--- src/rtl/linebuf_scheduler_if.sv ---
// Handshake bundle between the line writer, the scheduler and the line reader.
// The scheduler takes the slave side; the writer/reader environment takes master.
interface linebuf_scheduler_if #(
  parameter int N_BUF  = 2,
  parameter int LINE_W = 11,
  parameter int CNT_W  = 16
);
  localparam int BUF_W = $clog2(N_BUF);

  logic              line_valid;
  logic              frame_valid;
  logic [BUF_W-1:0]  wr_buf;
  logic              rd_valid;
  logic [BUF_W-1:0]  rd_buf;
  logic [LINE_W-1:0] rd_line;
  logic              rd_last;
  logic              rd_done;
  logic [BUF_W:0]    occupancy;
  logic              overflow;
  logic              clr_overflow;
  logic [CNT_W-1:0]  lines_dropped;
  logic [CNT_W-1:0]  frame_cnt;

  modport slave (
    input  line_valid, frame_valid, rd_done, clr_overflow,
    output wr_buf, rd_valid, rd_buf, rd_line, rd_last,
           occupancy, overflow, lines_dropped, frame_cnt
  );

  modport master (
    output line_valid, frame_valid, rd_done, clr_overflow,
    input  wr_buf, rd_valid, rd_buf, rd_line, rd_last,
           occupancy, overflow, lines_dropped, frame_cnt
  );
endinterface

--- src/rtl/linebuf_scheduler.sv ---
// Ring scheduler for N_BUF line buffers: hands the writer its next buffer and
// queues completed lines (buffer, line index, end-of-frame) for the reader.
module linebuf_scheduler #(
  parameter int N_BUF  = 2,
  parameter int LINE_W = 11,
  parameter int CNT_W  = 16
) (
  input  logic pclk,
  input  logic reset_n,
  linebuf_scheduler_if.slave bus
);
  localparam int BUF_W = $clog2(N_BUF);

  typedef enum logic {S_EMPTY, S_AVAIL} state_t;

  state_t            r_state;
  logic [BUF_W-1:0]  r_wr_buf;
  logic [BUF_W-1:0]  r_head;
  logic [BUF_W-1:0]  r_tail;
  logic [BUF_W:0]    r_occ;
  logic [BUF_W-1:0]  r_rd_buf;
  logic [LINE_W-1:0] r_rd_line;
  logic              r_rd_last;
  logic [LINE_W-1:0] r_line;
  logic              r_overflow;
  logic [CNT_W-1:0]  r_dropped;
  logic [CNT_W-1:0]  r_frame_cnt;

  // Storage has N_BUF slots so the pointers wrap naturally; the full test caps
  // the live entries at N_BUF-1 because the writer always owns one buffer.
  logic [BUF_W-1:0]  r_q_buf  [N_BUF];
  logic [LINE_W-1:0] r_q_line [N_BUF];
  logic              r_q_last [N_BUF];

  logic              w_pop;
  logic              w_full;
  logic              w_push;
  logic              w_drop;
  logic              w_load;
  logic [BUF_W-1:0]  w_next_head;
  logic [BUF_W:0]    w_occ_nxt;
  logic [BUF_W-1:0]  w_head_buf;
  logic [LINE_W-1:0] w_head_line;
  logic              w_head_last;

  function automatic logic [CNT_W-1:0] sat_inc(input logic [CNT_W-1:0] c);
    return (&c) ? c : c + 1'b1;
  endfunction

  assign w_pop       = bus.rd_done && (r_state == S_AVAIL);
  assign w_full      = (r_occ == (BUF_W+1)'(N_BUF - 1));
  assign w_push      = bus.line_valid && (!w_full || w_pop);
  assign w_drop      = bus.line_valid && !w_push;
  assign w_next_head = w_pop ? r_head + 1'b1 : r_head;

  // Head registers only reload when the head entry actually changes, so they
  // stay stable while the reader works and hold their last value once drained.
  assign w_load = w_push ? ((r_occ == '0) || w_pop)
                         : (w_pop && (r_occ > (BUF_W+1)'(1)));

  always_comb begin
    w_occ_nxt = r_occ;
    case ({w_push, w_pop})
      2'b10:   w_occ_nxt = r_occ + 1'b1;
      2'b01:   w_occ_nxt = r_occ - 1'b1;
      default: w_occ_nxt = r_occ;
    endcase
  end

  // The new head is the entry being pushed this cycle when it lands on the
  // slot the head is moving to; otherwise it is already in storage.
  always_comb begin
    w_head_buf  = r_q_buf[w_next_head];
    w_head_line = r_q_line[w_next_head];
    w_head_last = r_q_last[w_next_head];
    if (w_push && (r_tail == w_next_head)) begin
      w_head_buf  = r_wr_buf;
      w_head_line = r_line;
      w_head_last = bus.frame_valid;
    end
  end

  always_ff @(posedge pclk) begin
    if (w_push) begin
      r_q_buf[r_tail]  <= r_wr_buf;
      r_q_line[r_tail] <= r_line;
      r_q_last[r_tail] <= bus.frame_valid;
    end
  end

  always_ff @(posedge pclk or negedge reset_n) begin
    if (!reset_n) begin
      r_state     <= S_EMPTY;
      r_wr_buf    <= '0;
      r_head      <= '0;
      r_tail      <= '0;
      r_occ       <= '0;
      r_rd_buf    <= '0;
      r_rd_line   <= '0;
      r_rd_last   <= 1'b0;
      r_line      <= '0;
      r_overflow  <= 1'b0;
      r_dropped   <= '0;
      r_frame_cnt <= '0;
    end else begin
      case (r_state)
        S_EMPTY: if (w_push) r_state <= S_AVAIL;
        S_AVAIL: if (w_pop && (r_occ == (BUF_W+1)'(1)) && !w_push) r_state <= S_EMPTY;
        default: r_state <= S_EMPTY;
      endcase

      r_occ  <= w_occ_nxt;
      r_head <= w_next_head;
      if (w_push) begin
        r_tail   <= r_tail + 1'b1;
        r_wr_buf <= r_wr_buf + 1'b1;
      end

      if (w_load) begin
        r_rd_buf  <= w_head_buf;
        r_rd_line <= w_head_line;
        r_rd_last <= w_head_last;
      end

      if (bus.frame_valid)     r_line <= '0;
      else if (bus.line_valid) r_line <= r_line + 1'b1;

      if (bus.frame_valid) r_frame_cnt <= r_frame_cnt + 1'b1;

      if (w_drop) begin
        r_overflow <= 1'b1;
        r_dropped  <= sat_inc(r_dropped);
      end else if (bus.clr_overflow) begin
        r_overflow <= 1'b0;
      end
    end
  end

  assign bus.wr_buf        = r_wr_buf;
  assign bus.rd_valid      = (r_state == S_AVAIL);
  assign bus.rd_buf        = r_rd_buf;
  assign bus.rd_line       = r_rd_line;
  assign bus.rd_last       = r_rd_last;
  assign bus.occupancy     = r_occ;
  assign bus.overflow      = r_overflow;
  assign bus.lines_dropped = r_dropped;
  assign bus.frame_cnt     = r_frame_cnt;

endmodule

--- src/flat_wrapper.sv ---
// flat-port wrapper written by rule: the top's interface ports become plain ports
module linebuf_scheduler_flat 
#(
  parameter int N_BUF  = 2,
  parameter int LINE_W = 11,
  parameter int CNT_W  = 16
)
  (pclk, reset_n, bus_line_valid, bus_frame_valid, bus_rd_done, bus_clr_overflow, bus_wr_buf, bus_rd_valid, bus_rd_buf, bus_rd_line, bus_rd_last, bus_occupancy, bus_overflow, bus_lines_dropped, bus_frame_cnt);
  linebuf_scheduler_if #(.N_BUF(N_BUF), .LINE_W(LINE_W), .CNT_W(CNT_W)) bus_i ();
  input  logic pclk;
  input  logic reset_n;
  input wire logic [$bits(bus_i.line_valid)-1:0] bus_line_valid;
  input wire logic [$bits(bus_i.frame_valid)-1:0] bus_frame_valid;
  input wire logic [$bits(bus_i.rd_done)-1:0] bus_rd_done;
  input wire logic [$bits(bus_i.clr_overflow)-1:0] bus_clr_overflow;
  output wire logic [$bits(bus_i.wr_buf)-1:0] bus_wr_buf;
  output wire logic [$bits(bus_i.rd_valid)-1:0] bus_rd_valid;
  output wire logic [$bits(bus_i.rd_buf)-1:0] bus_rd_buf;
  output wire logic [$bits(bus_i.rd_line)-1:0] bus_rd_line;
  output wire logic [$bits(bus_i.rd_last)-1:0] bus_rd_last;
  output wire logic [$bits(bus_i.occupancy)-1:0] bus_occupancy;
  output wire logic [$bits(bus_i.overflow)-1:0] bus_overflow;
  output wire logic [$bits(bus_i.lines_dropped)-1:0] bus_lines_dropped;
  output wire logic [$bits(bus_i.frame_cnt)-1:0] bus_frame_cnt;
  assign bus_i.line_valid = bus_line_valid;
  assign bus_i.frame_valid = bus_frame_valid;
  assign bus_i.rd_done = bus_rd_done;
  assign bus_i.clr_overflow = bus_clr_overflow;
  assign bus_wr_buf = bus_i.wr_buf;
  assign bus_rd_valid = bus_i.rd_valid;
  assign bus_rd_buf = bus_i.rd_buf;
  assign bus_rd_line = bus_i.rd_line;
  assign bus_rd_last = bus_i.rd_last;
  assign bus_occupancy = bus_i.occupancy;
  assign bus_overflow = bus_i.overflow;
  assign bus_lines_dropped = bus_i.lines_dropped;
  assign bus_frame_cnt = bus_i.frame_cnt;
  linebuf_scheduler #(.N_BUF(N_BUF), .LINE_W(LINE_W), .CNT_W(CNT_W)) u_core (.pclk(pclk), .reset_n(reset_n), .bus(bus_i));
endmodule
--- config.mk ---
export PLATFORM = sky130hd
export DESIGN_NAME = linebuf_scheduler_flat
export DESIGN_NICKNAME = d
export VERILOG_FILES = /design/src/rtl/linebuf_scheduler_if.sv /design/src/rtl/linebuf_scheduler.sv /design/src/flat_wrapper.sv
export SDC_FILE = /design/constraint.sdc
export NUM_CORES = 1
export LEC_CHECK = 0
export CAP_MARGIN = 20
export CELL_PAD_IN_SITES_DETAIL_PLACEMENT = 2
export CELL_PAD_IN_SITES_GLOBAL_PLACEMENT = 2
export CORE_MARGIN = 4
export CORE_UTILIZATION = 40
export DETAILED_ROUTE_END_ITERATION = 12
export PLACE_DENSITY = 0.9
export SLEW_MARGIN = 10
export SYNTH_ARGS = -nofsm -noshare
export SYNTH_HDL_FRONTEND = slang
export SYNTH_SLANG_ARGS = --single-unit
--- constraint.sdc ---
create_clock -name pclk -period 6.7 [get_ports pclk]
set_clock_uncertainty 0.2 [all_clocks]
set_input_delay 1.675 -clock pclk [delete_from_list [all_inputs] [get_ports pclk]]
set_output_delay 1.675 -clock pclk [all_outputs]
set_load 0.01 [all_outputs]
Word-level counts from Yosys, hierarchy flattened
Memory sizes are Yosys's and may differ from the RTL's. A register that Yosys moved wholly into a read port is not among the register bits.
Index checks and enable logic that the tools add are counted.
- flip-flop bits (word level): 50
- RAM bits: 26
- output and inout port bits: 50
- logic and storage cells: 56
- memories kept: 3
- memories (memory ; depth ; bits a word ; rd ports ; clocked after memory_dff ; write ports ; line ; source):
    u_core.r_q_line ; 2 ; 11 ; 1 ; 1 ; 1 ; linebuf_scheduler.sv:32 ; logic [LINE_W-1:0] r_q_line [N_BUF];
    u_core.r_q_buf ; 2 ; 1 ; 1 ; 1 ; 1 ; linebuf_scheduler.sv:31 ; logic [BUF_W-1:0] r_q_buf [N_BUF];
    u_core.r_q_last ; 2 ; 1 ; 1 ; 1 ; 1 ; linebuf_scheduler.sv:33 ; logic r_q_last [N_BUF];
- add/sub/neg operators: 8
- magnitude comparators: 1
- eq/ne operators: 3
- multiplexer cells: 11
- bitwise gates (word level): 2
- reduce and logical (&&, ||, !) cells: 19
- operators by type and width (kind ; count):
    $add 16x1->16 const B ; 2
    $mux 11 ; 2
    $reduce_and 16->1 ; 1
    $add 11x1->11 const B ; 1
    $mux 1 ; 7
    $logic_and 1x1->1 ; 6
    $reduce_bool 2->1 ; 3
    $logic_not 1->1 ; 5
    $eq 2x1->1 const B ; 2
    $pmux 2 s2 ; 1
    $add 1x1->1 const B ; 3
    $add 2x1->2 const B ; 1
    $eq 2x2->1 const B ; 1
    $gt 2x1->1 const B ; 1
    $logic_not 2->1 ; 1
    $logic_or 1x1->1 ; 2
    $not 1->1 ; 2
    $pmux 1 s2 ; 1
    $reduce_and 2->1 ; 1
    $sub 2x1->2 const B ; 1

Depth between registers and ports, before layout
- word-level depth: 8
- depth in mapped cells: 7

Least setup slack after synthesis
OpenSTA, ideal clock, no wires.
- path kind: input to register
- from: in bus_line_valid
- to: mem u_core.r_q_buf[0] (netlist bit) (enable)
- data arrival time: 2660 ps
- data required time: 6118 ps
- setup slack: 3457 ps
- stages on the path: 3
- path through: buf_2 > nand2_1 > nor2_1
- cells in the longest elaborated chain, start to end: 3
- ends and longest elaborated chain (what ; line ; source):
    from (decl) ; flat_wrapper.sv:12 ; input wire logic [$bits(bus_i.line_valid)-1:0] bus_line_valid;
    $logic_and 1x1->1 ; linebuf_scheduler.sv:52 ; assign w_push = bus.line_valid && (!w_full || w_pop);
    $mux 1 ; linebuf_scheduler.sv:84 ; if (w_push) begin
    $mux 1 (implied by the code) ; linebuf_scheduler.sv:85 ; r_q_buf[r_tail] <= r_wr_buf;
    to (decl) ; linebuf_scheduler.sv:31 ;
Every way passes these cells.

Final worst setup path
- from: in bus_line_valid
- to: reg u_core.r_rd_line[9] (netlist: u_core.bus.rd_line[9]) (read register of u_core.r_q_line)
- cells in the longest elaborated chain, start to end: 2
- ends and longest elaborated chain (what ; line ; source):
    $logic_and 1x1->1 ; linebuf_scheduler.sv:52 ;
    $mux 1 ; linebuf_scheduler.sv:58 ; assign w_load = w_push ? ((r_occ == '0) || w_pop)
    to (decl) ; linebuf_scheduler.sv:22 ; logic [LINE_W-1:0] r_rd_line;
Every way passes these cells.
A chain may end at the register's enable or synchronous reset.

==> flow_summary.json <==
{
  "holdPathStages": 1,
  "drt_wl_total_mm": 11.2,
  "rr_worst_depth": 7,
  "start_util_pct": 41.9,
  "drt_iter0_drc": 71,
  "clkSlewWorstSetupHoldPaths_ns": 0.09,
  "cp.depth": 6,
  "clkPwrFrac_pct": 18.0,
  "synth_top_family_by_area": "simple AND/OR/NAND/NOR gates",
  "cts_tree": "yes",
  "synth.area.mux_share_pct": 4.12,
  "grt_pass1_vias": 3099,
  "die_h_um": 107,
  "startpoint_type": "primary input",
  "yosysWarningCount": 0,
  "fp-row-count": 35,
  "yosysTopAreaCell": "dfrtp_1",
  "synth-simple-area-share_pct": 13.4,
  "hold_path_class": "flip-flop to flip-flop",
  "fin_setup_tns_ns": 0,
  "avgSynthCellArea_um2": 12.7,
  "die_area_mm2": 0.0115,
  "synth_top_area_share_pct": 40.0,
  "swShare_pct": 37.0,
  "fin_nets": 386,
  "synthAdderAreaFrac_pct": 1.90,
  "crit_type": "primary input to flip-flop",
  "slew-limit-headroom_pct": 44.2,
  "cts_sinks": 89,
  "status": "finished clean",
  "p_seq_share_pct": 43.0,
  "n_antenna_cell": 0,
  "regToRegEndpoint": "u_core.bus.rd_line[9]",
  "grt_setup_unrepaired": "no",
  "avgRoutedWirePerCell_um": 22.0,
  "postCtsSetupBuffers": 0,
  "startpoint": "bus_line_valid",
  "cp_slowest_cell": "clkdlybuf4s50_1",
  "crit-reg2reg-launch": "u_core.bus.occupancy[1]",
  "crit_arrival_ns": 4.17,
  "io_pins": 56,
  "finalCriticalPeriod_ns": 4.17,
  "max-vdd-ir-drop_mv": 0.144,
  "setup_violations": 0,
  "yosysMostFrequentCell": "dfrtp_1",
  "required_ns": 6.70,
  "crit_chain": "clkdlybuf4s50_1 -> nor2b_1 -> a221o_1 -> nor3b_2 -> buf_6 -> a221oi_2",
  "htree_num_levels": 3,
  "cts_hold_buf": 0,
  "gp_congestion": 0.741,
  "grt_usage_pct": 20.6,
  "cp_num_buf_inv": 2,
  "finalCritPeriodShare_pct": 62.2,
  "slowest_delay_ns": 0.77,
  "clock_path_buffers": 2,
  "drv_cap": 0,
  "slew_violations": 0,
  "syn_to_final_growth_pct": 22.4,
  "synth_common_cells": "dfrtp_1 (63), nor2_1 (32), xnor2_1 (28)",
  "synth_cell_type_count": 48,
  "vias_per_cell": 5.27,
  "powerDensity_mw_per_mm2": 400,
  "p_leak_nw": 1.95,
  "r2r_setup_slack_ns": 3.85,
  "grt_max_degree": 64,
  "hpwl_mm": 7.59,
  "end_kind": "flip-flop",
  "synth-compound-area-share_pct": 7.48,
  "cts_resized": 0,
  "cts-buffers-inserted": 9,
  "async_reset_ff_share_pct": 70.8,
  "die_w_um": 107,
  "dr.pass1.iters": 4,
  "yosys-top-cells-area": "dfrtp_1 (40%), edfxtp_1 (20%), xnor2_1 (6.2%)",
  "synth-seq-cells": 89,
  "yosys_most_used_dff": "dfrtp_1",
  "synthesis.instances": 311,
  "internal-power_w": 0.00122,
  "portBuffers": 55,
  "power.net_switching_w": 0.000715,
  "drive_above_1_share_pct": 11.9,
  "ys_seq_area_share_pct": 59.8,
  "core-area_mm2": 0.00942,
  "hold_end": "u_core.bus.frame_cnt[15]",
  "ant_nets": 0,
  "fmax_ghz": 0.240,
  "cts-root-buf": "clkbuf_8",
  "combPwrFrac_pct": 39.0,
  "hp-start": "u_core.bus.frame_cnt[15]",
  "hold_ws_ns": 0.291,
  "cp_max_fo": 16,
  "clk_latency_ns": 0.36,
  "hold_viol": 0,
  "antenna_found_initial": 0,
  "synth_edf_count": 26,
  "crit_family": "buffers and inverters",
  "drc_errors": 0,
  "syn_nets": 323,
  "grt_pass1_wl_mm": 18.1,
  "worst_pin_slew_ns": 0.838,
  "synth_xor_area_share_pct": 10.3,
  "syn_area_mm2": 0.00395,
  "route.vias.total": 2676,
  "overflow": 0
}
-- power by group through the flow --
stage	Clock, W	Sequential [W]	Combinational (W)
floorplan	0	0.000843	0.000404
global placement	0	0.000824	0.000688
detailed placement	0	0.000840	0.000739
CTS	0.000359	0.000834	0.000751
global route	0.000382	0.000854	0.000818
finish	0.000348	0.000830	0.000753
-- metrics by stage --
| step | worst slack, ns | util, % | cells | total power (W) | area, um2 |
|---|---|---|---|---|---|
| final | 2.53 | 51.3 | 508 | 0.00193 | 4830 |
| after global routing | 2.30 | 51.3 | 508 | 0.00205 | 4830 |
| after CTS | 2.12 | 51.0 | 505 | 0.00194 | 4800 |
| after detailed placement | 1.73 | 49.1 | 489 | 0.00158 | 4620 |
| after global placement | 1.94 | 49.1 | 489 | 0.00151 | 4620 |
| after floorplan | 3.46 | - | 311 | 0.00125 | 3950 |
-- final cells by class --
type	count	area [um2]
tap	129	161
clock inverter	7	53.8
multi-input combinational	194	1470
fill	937	4590
inverter	21	78.8
clock buffer	9	124
timing repair buffer	59	583
sequential	89	2360
-- flip-flops by register name, indices dropped and copies added, names as in the netlist, 2 cells and up --
register                  cells
u_core.bus.frame_cnt         16
u_core.r_line                11
u_core.bus.rd_line           11
u_core.bus.occupancy          2
u_core.r_q_buf                2
u_core.bus.lines_dropped     16
u_core.r_q_last               2
u_core.r_q_line              22
-- layer usage --
metal  vias to the layer above  global-route usage, %  routed length, um
li1                       1240                      -                  -
met1                      1373                   25.0               4720
met2                        51                   37.1               5980
met3                        12                   3.96                324
met4                         0                   6.03                136
met5                         -                      0                  0
-- cells in the final DEF (no fill, tap or decap), types with 10 or more instances in the layout --
| master | instances |
|---|---|
| clkdlybuf4s50_1 | 54 |
| dfrtp_1 | 63 |
| a221oi_2 | 10 |
| nand3_1 | 10 |
| nand2_1 | 16 |
| xor2_1 | 14 |
| edfxtp_1 | 26 |
| xnor2_1 | 28 |
| mux2i_1 | 14 |
| nand4_1 | 13 |
| nor2_1 | 32 |
| inv_1 | 20 |
-- worst max-delay path by stage --
| stage | slack, ns | to |
|---|---|---|
| after floorplan | 3.46 | u_core.r_q_buf[0] |
| after global placement | 1.94 | u_core.bus.rd_line[0] |
| after detailed placement | 1.73 | u_core.bus.rd_last |
| after CTS | 2.12 | u_core.bus.rd_last |
| after global routing | 2.30 | u_core.bus.rd_line[9] |
| final | 2.53 | u_core.bus.rd_line[9] |
-- cell families (layout without fill, tap and decap cells) --
family / after synthesis / in the layout
DFF: 89 / 89
xor gates and xnor gates: 44 / 44
buffers and inverters: 28 / 96
muxes: 16 / 16
adders and majority gates: 6 / 6
and+or+nand+nor: 99 / 99
AOI/OAI and AO/OA: 29 / 29
(Power assumes the default switching activity.)
